File: src/rtl/serial_alu_seq.sv
// serial_alu_seq: bit-serial ALU (AND/OR/ADD/SLT with operand inversion).
// One 1-bit slice is reused LSB first; its carry is registered between bits.
// Optional feature macro: SLT_OVF_FIX_EN. When defined, SLT corrects its
// sign bit with signed overflow. When undefined, SLT uses the raw sum sign.
module serial_alu_seq #(
    parameter int WIDTH = 32
) (
    input  logic             clk,
    input  logic             rst,
    input  logic             in_valid,
    output logic             in_ready,
    input  logic [WIDTH-1:0] a,
    input  logic [WIDTH-1:0] b,
    input  logic [3:0]       ALUctl,
    output logic             out_valid,
    input  logic             out_ready,
    output logic [WIDTH-1:0] result,
    output logic             zero,
    output logic             carry_out,
    output logic             overflow
);

    localparam int CNT_W = $clog2(WIDTH + 1);

    typedef enum logic [1:0] {IDLE, RUN, DONE} state_t;

    state_t           state_q, state_d;
    logic [CNT_W-1:0] cnt_q;
    logic [WIDTH-1:0] a_q, b_q, sum_q;
    logic [3:0]       ctl_q;
    logic             carry_q;
    logic             cin_msb_q;

    logic             bits_done;
    logic             slice_sum, slice_carry;
    logic             is_arith;
    logic             fin_ovf, fin_set;
    logic [WIDTH-1:0] fin_result;

    // {sum, carry_next} of one slice; logic ops force the carry to 0
    function automatic logic [1:0] slice_fn(input logic ai, input logic bi,
                                            input logic ci, input logic [1:0] op);
        logic [1:0] r;
        r = 2'b00;
        case (op)
            2'b00:   r = {ai & bi, 1'b0};
            2'b01:   r = {ai | bi, 1'b0};
            default: r = {ai ^ bi ^ ci, (ai & bi) | (ai & ci) | (bi & ci)};
        endcase
        return r;
    endfunction

    assign bits_done = (cnt_q == CNT_W'(WIDTH));
    assign in_ready  = (state_q == IDLE);
    assign is_arith  = ctl_q[1];

    // Current bit slice; shifted operand registers present bit i at position 0
    always_comb begin
        {slice_sum, slice_carry} = slice_fn(a_q[0] ^ ctl_q[3], b_q[0] ^ ctl_q[2],
                                            carry_q, ctl_q[1:0]);
    end

    // Final result and flags once all bits are in; carry_q now holds carry out of MSB
    always_comb begin
        fin_ovf = is_arith ? (cin_msb_q ^ carry_q) : 1'b0;
`ifdef SLT_OVF_FIX_EN
        fin_set = sum_q[WIDTH-1] ^ fin_ovf;
`else
        fin_set = sum_q[WIDTH-1];
`endif
        fin_result = sum_q;
        if (ctl_q[1:0] == 2'b11) fin_result = {{(WIDTH-1){1'b0}}, fin_set};
    end

    // Next-state logic
    always_comb begin
        state_d = state_q;
        case (state_q)
            IDLE:    if (in_valid) state_d = RUN;
            RUN:     if (bits_done) state_d = DONE;
            DONE:    if (out_ready) state_d = IDLE;
            default: state_d = IDLE;
        endcase
    end

    // State register
    always_ff @(posedge clk) begin
        if (rst) state_q <= IDLE;
        else     state_q <= state_d;
    end

    // Operand capture, serial evaluation and result holding
    always_ff @(posedge clk) begin
        if (rst) begin
            cnt_q     <= '0;
            a_q       <= '0;
            b_q       <= '0;
            sum_q     <= '0;
            ctl_q     <= '0;
            carry_q   <= 1'b0;
            cin_msb_q <= 1'b0;
            out_valid <= 1'b0;
            result    <= '0;
            zero      <= 1'b0;
            carry_out <= 1'b0;
            overflow  <= 1'b0;
        end else begin
            case (state_q)
                IDLE: begin
                    if (in_valid) begin
                        a_q     <= a;
                        b_q     <= b;
                        ctl_q   <= ALUctl;
                        cnt_q   <= '0;
                        carry_q <= ALUctl[2];
                        sum_q   <= '0;
                    end
                end
                RUN: begin
                    if (!bits_done) begin
                        sum_q   <= {slice_sum, sum_q[WIDTH-1:1]};
                        a_q     <= a_q >> 1;
                        b_q     <= b_q >> 1;
                        carry_q <= slice_carry;
                        if (cnt_q == CNT_W'(WIDTH - 1)) cin_msb_q <= carry_q;
                        cnt_q   <= cnt_q + 1'b1;
                    end else begin
                        result    <= fin_result;
                        zero      <= (fin_result == '0);
                        carry_out <= carry_q;
                        overflow  <= fin_ovf;
                        out_valid <= 1'b1;
                    end
                end
                DONE: begin
                    if (out_ready) out_valid <= 1'b0;
                end
                default: ;
            endcase
        end
    end

endmodule

File: config.mk
export PLATFORM = sky130hd
export DESIGN_NAME = serial_alu_seq
export DESIGN_NICKNAME = d
export VERILOG_FILES = /design/src/rtl/serial_alu_seq.sv
export SDC_FILE = /design/constraint.sdc
export NUM_CORES = 1
export LEC_CHECK = 0
export CORE_MARGIN = 2
export CORE_UTILIZATION = 58
export CTS_BUF_LIST = sky130_fd_sc_hd__clkbuf_2 sky130_fd_sc_hd__clkbuf_4 sky130_fd_sc_hd__clkbuf_8
export DETAILED_ROUTE_END_ITERATION = 10
export PLACE_DENSITY = 0.87
export SETUP_SLACK_MARGIN = 0.4
export SLEW_MARGIN = 20
export SYNTH_ARGS = -nofsm -noshare
export SYNTH_HDL_FRONTEND = slang
export SYNTH_SLANG_ARGS = --single-unit
File: constraint.sdc
create_clock -name clk -period 3.4 [get_ports clk]
set_clock_uncertainty 0.1 [all_clocks]
set_input_delay 0.34 -clock clk [delete_from_list [all_inputs] [get_ports clk]]
set_output_delay 0.34 -clock clk [all_outputs]
set_load 0.02 [all_outputs]
==> metrics.csv, run 1 <==
stage,metric,value,unit
synthesis,ys_types,36,
synthesis,netlist_area,0.00591,mm2
drt,routedWlPerCell,14.6,um
placement,place.detailed.hpwl,8790,um
synthesis,syn_nets,833,
floorplan,die_height,105,um
grt,track_usage,26.1,%
sta,setup_ws,0.983,ns
placement,dpl_worst_slack,1.05,ns
placement,gp_congestion,0.875,
clocking,clock_latency,0.43,ns
pwr,power.density,474,mW/mm2
final_layout,nets,900,
worst_setup_path,critical_path_class,flop to flop,
clocking,post_cts_buffers,0,
synthesis,synth.avg_cell_area,7.82,um2
drt,drt-vias-per-instance,5.81,
sta,fin_crit,2.42,ns
clocking,tritoncts,done,
worst_setup_path,r2r-end,zero,
floorplan,io_pins,109,
floorplan,row_count,36,
worst_setup_path,end_kind,flop,
pwr,ir_drop,0.000327,V
worst_setup_path,crit_fanout,22,
floorplan,coreArea,0.00982,mm2
floorplan,fp.dieW,105,um
run_status,status,"complete, no violations",
worst_setup_path,crit_cells,5,
sta,max_freq,414,MHz
worst_setup_path,startpoint_type,flop,
worst_setup_path,regToRegSetupSlack,0.98,ns
worst_setup_path,cp_slowest_stage_delay,0.63,ns
synthesis,synthDominantCellAreaShare,49.4,%
sta,setup_viol,0,
clocking,cts_buffers,17,
sta,hold_viol,0,
drt,totalWireLength,14100,um
synthesis,ys_warn_count,0,
synthesis,yosysTopAreaCell,dfxtp_1,
floorplan,dieArea,0.0110,mm2
sta,setup_tns,0,ns
flow_run,drv_cap,0,
worst_setup_path,worstReg2RegStart,cnt_q[2],
floorplan,start_util,60.2,%
synthesis,synth.area.top_cells,"dfxtp_1 49%, nor2_1 8.4%, nor4_1 7.4%, a21oi_1 6.4%, nand3_1 5.8%",
placement,place.port_buffers,108,
drt,drt-pass1-iter-count,5,
final_layout,drive_gt1_share,5.50,%
drt,vias,5630,
sta,rsz0062_at_grt,no,
drt,route.detailed.drc,0,
clocking,htreeDepth,4,
final_layout,num_antenna_cells,0,
worst_setup_path,path_buf_inv,1,
final_layout,synthToLayoutAreaGrowth,23.6,%
synthesis,ys_ff_latch,146,
synthesis,syn_inst,756,
grt,first_global_vias,5216,
clocking,cts_resized,0,
worst_setup_path,cp.required,3.60,ns
synthesis,synth-seq-area-share,49.4,%
min_path,hp-class,primary input to flop,
worst_setup_path,worstSetupEndpoint,zero,
clocking,cts.path.max_buffers,2,
worst_setup_path,arrival,2.62,ns
grt,grt_overflow,0,
grt,antenna_found_initial,0,
clocking,hold_buffers,0,
worst_setup_path,slowest_stage,and3_1,
clocking,cts_root_buf,clkbuf_8,
pwr,p_leak,0.00259,uW
sta,slew_headroom,27.5,%
grt,grt_max_degree,110,
sta,slew_violations,0,
clocking,path_clk_slew,0.09,ns
worst_setup_path,cp_top_family,simple AND/OR/NAND/NOR gates,
worst_setup_path,startpoint,cnt_q[2],
drt,ant_nets,0,
grt,grt_pass1_wl,24100,um
worst_setup_path,path_cells,"nor4b_4, and3_1, buf_4, mux2i_1, o22ai_1",
drt,drt_iter0_drc,449,
sta,worst_slew_pin_slew,1.09,ns
worst_setup_path,ff2ff_path_depth,5,
sta,fin_crit_sh,71.1,%
clocking,clkSinkCount,146,
[final cells by class]
| type | count | area [um2] |
|---|---|---|
| sequential | 146 | 2920 |
| inverter | 9 | 33.8 |
| clock buffer | 17 | 234 |
| clock inverter | 15 | 125 |
| tap | 133 | 166 |
| timing repair buffer | 115 | 1160 |
| multi-input combinational | 534 | 2670 |
| fill | 743 | 2510 |
[worst reg2reg max path, delay by kind of cell (launching register included)]
kind	cells	cell delay [ns]
flip-flops	1	0.38
AND/OR/NAND/NOR	2	1.16
multiplexers	1	0.21
AO/OA/AOI/OAI	1	0.09
buffers and inverters	1	0.36
[cell usage after synthesis]
cell and number:
buf_2 9, nand3_1 69, nand3b_1 1, inv_1 9, o21ai_0 1, or4_1 1, nand4_1 5, nand2_1 80
fa_1 1, nor4b_4 1, and2_1 1, a31oi_1 1, o22ai_1 1, dfxtp_1 146, and2b_1 1, xnor2_1 1
a211oi_1 1, o31ai_1 2, a21oi_1 76, and3_1 2, a311oi_1 1, buf_4 11, nor2_1 133, and4_1 1
xor2_1 5, ha_1 4, nor4_1 70, mux2i_1 3, a21bo_1 1, buf_1 6, o211ai_1 1, clkbuf_1 40
a21boi_2 1, buf_6 1, nor3_1 68, nor3b_1 1
[worst min path at each step]
stage / startpoint / to / cells after the start
6_report: a[31] / a_q[31] / 3
4_1_cts: a[31] / a_q[31] / 3
5_1_grt: a[31] / a_q[31] / 3
3_5_place_dp: result[11] / result[11] / 2
3_3_place_gp: result[13] / result[13] / 2
2_1_floorplan: a_q[31] / a_q[31] / 2
[registers in the layout, indices dropped and copies added, names as in the netlist]
name / count
a_q: 32
b_q: 32
result: 32
sum_q: 32
cnt_q: 6
ctl_q: 4
state_q: 2
carry_out: 1
carry_q: 1
cin_msb_q: 1
out_valid: 1
overflow: 1
zero: 1
[placed cells by master (no fill, tap or decap), types with 3 or more instances in the layout]
master	Yosys	final
inv_6	0	5
nand3_1	69	69
mux2i_1	3	3
nand2_1	80	78
nor4_1	70	70
clkbuf_8	0	17
nor3_1	68	68
ha_1	4	4
nand4_1	5	5
a21oi_1	76	76
dfxtp_1	146	146
clkinvlp_4	0	4
inv_1	9	9
nor2_1	133	133
buf_4	11	6
clkdlybuf4s50_1	0	107
clkinv_4	0	4
xor2_1	5	5
[stage by stage]
| step | instance area (um2) | hold WS [ns] | instances | utilization, % | total power (uW) |
|---|---|---|---|---|---|
| after floorplan | 5910 | 0.344 | 756 | - | 2130 |
| after global placement | 6950 | 0.340 | 937 | 70.8 | 2250 |
| final | 7310 | 0.350 | 969 | 74.4 | 3460 |
| after CTS | 7310 | 0.340 | 969 | 74.4 | 3470 |
| after global routing | 7310 | 0.366 | 969 | 74.4 | 3610 |
| after detailed placement | 6950 | 0.346 | 937 | 70.8 | 2270 |
[routing by layer]
metal	track usage (%)	vias up	part of all wire, %
li1	-	2755	-
met1	33.7	2611	42
met2	42.9	236	49
met3	6.43	28	6.7
met4	8.29	0	1.7
met5	0	-	0
[power breakdown]
part | switching, uW | internal, uW | total [uW] | leakage [uW]
Sequential | 50.0 | 1790 | 1840 | 0.00119
Clock | 700 | 522 | 1220 | 0.000172
Combinational | 225 | 178 | 403 | 0.00123
Total | 975 | 2490 | 3460 | 0.00259
[cell families (layout without fill, tap and decap cells)]
| logic type | Yosys count | after routing | synth area share [%] |
|---|---|---|---|
| buffers and inverters | 76 | 156 | 5.84 |
| adders and majority gates | 5 | 5 | 1.18 |
| DFF | 146 | 146 | 49.4 |
| AOI/OAI and AO/OA | 86 | 86 | 7.74 |
| xor gates and xnor gates | 6 | 6 | 0.889 |
| and+or+nand+nor | 434 | 434 | 34.4 |
| muxes | 3 | 3 | 0.508 |
Note: power is estimated with default switching activity, not from simulation.
==> run 2: changes to the inputs <==
--- a/config.mk
+++ b/config.mk
@@ -6,10 +6,10 @@
 export NUM_CORES = 1
 export LEC_CHECK = 0
 export CORE_MARGIN = 2
-export CORE_UTILIZATION = 58
+export CORE_UTILIZATION = 54
 export CTS_BUF_LIST = sky130_fd_sc_hd__clkbuf_2 sky130_fd_sc_hd__clkbuf_4 sky130_fd_sc_hd__clkbuf_8
 export DETAILED_ROUTE_END_ITERATION = 10
-export PLACE_DENSITY = 0.87
+export PLACE_DENSITY = 0.82
 export SETUP_SLACK_MARGIN = 0.4
 export SLEW_MARGIN = 20
 export SYNTH_ARGS = -nofsm -noshare
==> constraint.sdc (replaced) <==
create_clock -name clk -period 2.4 [get_ports clk]
set_clock_uncertainty 0.1 [all_clocks]
set_input_delay 0.24 -clock clk [delete_from_list [all_inputs] [get_ports clk]]
set_output_delay 0.24 -clock clk [all_outputs]
set_load 0.02 [all_outputs]
==> run 2 against run 1 <==
Utilization down 3.6 points. Sequential share of layout area down 1.5 points. Die area up 7.1%. Global-route usage down 0.75 points. Setup slack worse by 0.45 ns. Critical path type is now flop to output pin. Critical endpoint is now in_ready. Flip-flop and latch count unchanged. Critical path depth down 2. Wire length up 1.3%. Non-clock buffer count up 18. Via count up 1.1%. Combinational power up 53%.
==> metrics.csv, run 2 (synthesis results as in run 1) <==
stage,metric,value,unit,change
run_status,status,"complete, no violations",,unchanged
worst_setup_path,end_kind,output pin,,was flop
grt,grt_pass1_wl,24000,um,was 24100 um
sta,worst_slew_pin_slew,0.853,ns,was 1.09 ns
drt,routedWlPerCell,14.4,um,was 14.6 um
floorplan,dieArea,0.0118,mm2,was 0.0110 mm2
final_layout,final_cell_mix,"145 x dfxtp_1, 133 x nor2_1, 106 x clkdlybuf4s50_1",,"was 146 x dfxtp_1, 133 x nor2_1, 107 x clkdlybuf4s50_1"
clocking,cts_root_buf,clkbuf_8,,unchanged
min_path,hp-class,primary input to flop,,unchanged
sta,setup_tns,0,ns,unchanged
grt,grtUsageMet1,29.5,%,was 33.7%
pwr,total_power,5260,uW,was 3460 uW
final_layout,fin_cells,996,,was 969
drt,ant_nets,0,,unchanged
pwr,swShare,24.6,%,was 28.2%
clocking,cts_buffers,17,,unchanged
grt,met3_usage,5.38,%,was 6.43%
final_layout,layout_commonest_cell,dfxtp_1,,unchanged
final_layout,fin_util,70.8,%,was 74.4%
sta,rsz0062_at_grt,no,,unchanged
clocking,path_clk_slew,0.07,ns,was 0.09 ns
worst_setup_path,critical_path_class,flop to output pin,,was flop to flop
worst_setup_path,path_cells,"nor2_1, buf_4, dlygate4sd2_1",,"was nor4b_4, and3_1, buf_4, mux2i_1, o22ai_1"
pwr,power.density,691,mW/mm2,was 474 mW/mm2
drt,totalWireLength,14300,um,was 14100 um
floorplan,coreArea,0.0107,mm2,was 0.00982 mm2
flow_run,drv_cap,0,,unchanged
final_layout,synthToLayoutAreaGrowth,28.6,%,was 23.6%
drt,drt-pass1-iter-count,5,,unchanged
pwr,power.internal,3960,uW,was 2490 uW
placement,dpl_worst_slack,0.190,ns,was 1.05 ns
worst_setup_path,slowest_stage,dfxtp_1,,was and3_1
pwr,netSwitchingPower,1290,uW,was 975 uW
clocking,clkSinkCount,146,,unchanged
sta,slew_violations,0,,unchanged
worst_setup_path,startpoint_type,flop,,unchanged
floorplan,row_count,38,,was 36
grt,grt_max_degree,58,,was 110
clocking,clock_latency,0.43,ns,about the same
clocking,hold_buffers,0,,unchanged
sta,setup_viol,0,,unchanged
placement,place.port_buffers,108,,unchanged
sta,setup_ws,0.532,ns,was 0.983 ns
clocking,tritoncts,done,,unchanged
pwr,seq_power_share,49.5,%,was 53.1%
pwr,pwr-share-comb,11.7,%,was 11.6%
drt,vias,5690,,was 5630
drt,drt-vias-per-instance,5.71,,was 5.81
sta,fin_crit_sh,77.8,%,
sta,slew_headroom,43.0,%,was 27.5%
worst_setup_path,cp.required,2.06,ns,was 3.60 ns
grt,first_global_vias,5500,,was 5216
final_layout,num_antenna_cells,0,,unchanged
placement,place.detailed.hpwl,9550,um,was 8790 um
final_layout,fillCellCount,858,,was 743
pwr,p_clk_share,38.7,%,was 35.3%
sta,fin_crit,1.87,ns,
final_layout,nets,920,,was 900
grt,track_usage,25.3,%,was 26.1%
grt,grt-busiest-layer,met2,,unchanged
worst_setup_path,crit_fanout,7,,was 22
pwr,p_leak,0.00275,uW,was 0.00259 uW
clocking,cts.path.max_buffers,2,,unchanged
grt,use_met2,44.3,%,was 42.9%
drt,route.detailed.drc,0,,unchanged
floorplan,die_height,109,um,was 105 um
drt,drt_iter0_drc,356,,was 449
final_layout,drive_gt1_share,7.94,%,was 5.50%
sta,max_freq,535,MHz,
clocking,htreeDepth,4,,unchanged
grt,grt_overflow,0,,unchanged
grt,antenna_found_initial,0,,unchanged
floorplan,io_pins,109,,unchanged
worst_setup_path,cp_slowest_stage_delay,0.40,ns,was 0.63 ns
placement,gp_congestion,0.805,,was 0.875
pwr,ir_drop,0.000367,V,was 0.000327 V
floorplan,start_util,55.0,%,was 60.2%
floorplan,fp.dieW,109,um,was 105 um
worst_setup_path,arrival,1.53,ns,was 2.62 ns
placement,place_inst,957,,was 937
sta,hold_viol,0,,unchanged
[run 2: per-stage QoR]
stage	cell area [um2]	hold WS [ns]
floorplan	5910	0.276
global placement	7100	0.339
detailed placement	7100	0.346
CTS	7570	0.0810
global route	7610	0.0976
finish	7610	0.111
[run 2: worst max-delay path: cells and delay by family, from the launching register on]
family                 cells  cell delay, ns
buffers and inverters      2            0.53
and+or+nand+nor            1            0.17
DFF                        1            0.40
[run 2: final timing paths]
| path | from | endpoint | slack [ns] | cells after the start |
|---|---|---|---|---|
| setup / recovery | state_q[0] | in_ready | 0.53 | 3 |
| hold / removal | rst | cnt_q[1] | 0.11 | 2 |
| setup reg to reg | cnt_q[3] | a_q[20] | 0.55 | 6 |
| hold reg to reg | result[11] | result[11] | 0.35 | 2 |
[run 2: layout make-up]
cell class,instances,area (um2),share of cell area (%)
clock inverters,9,129,1.69
clock buffers,23,298,3.91
flip-flops and latches,146,2920,38.4
multi-input cells,536,2700,35.5
repair buffers,133,1340,17.7
inverters,9,33.8,0.444
well taps,140,175,2.30
[run 2: per-layer routing]
| layer | part of all wire, % | up-vias | wire length (um) |
|---|---|---|---|
| met5 | 0 | - | 0 |
| met4 | 2.3 | 0 | 329 |
| met3 | 6.6 | 32 | 944 |
| met2 | 51 | 226 | 7250 |
| met1 | 40 | 2633 | 5780 |
| li1 | - | 2799 | - |
[run 2: what timing repair did]
action                                  CTS  global route
gates cloned                              2             0
pin swaps                                 3             0
gates resized for setup                   1             6
setup buffers                             3             2
endpoints found under the setup margin   80            31
[run 2: power by group through the flow]
stage,Clock [uW],Combinational (uW),Sequential (uW)
final,2030,617,2600
after global routing,2160,683,2610
after CTS,2060,609,2600
after detailed placement,0,599,2660
after global placement,0,571,2650
after floorplan,0,379,2640
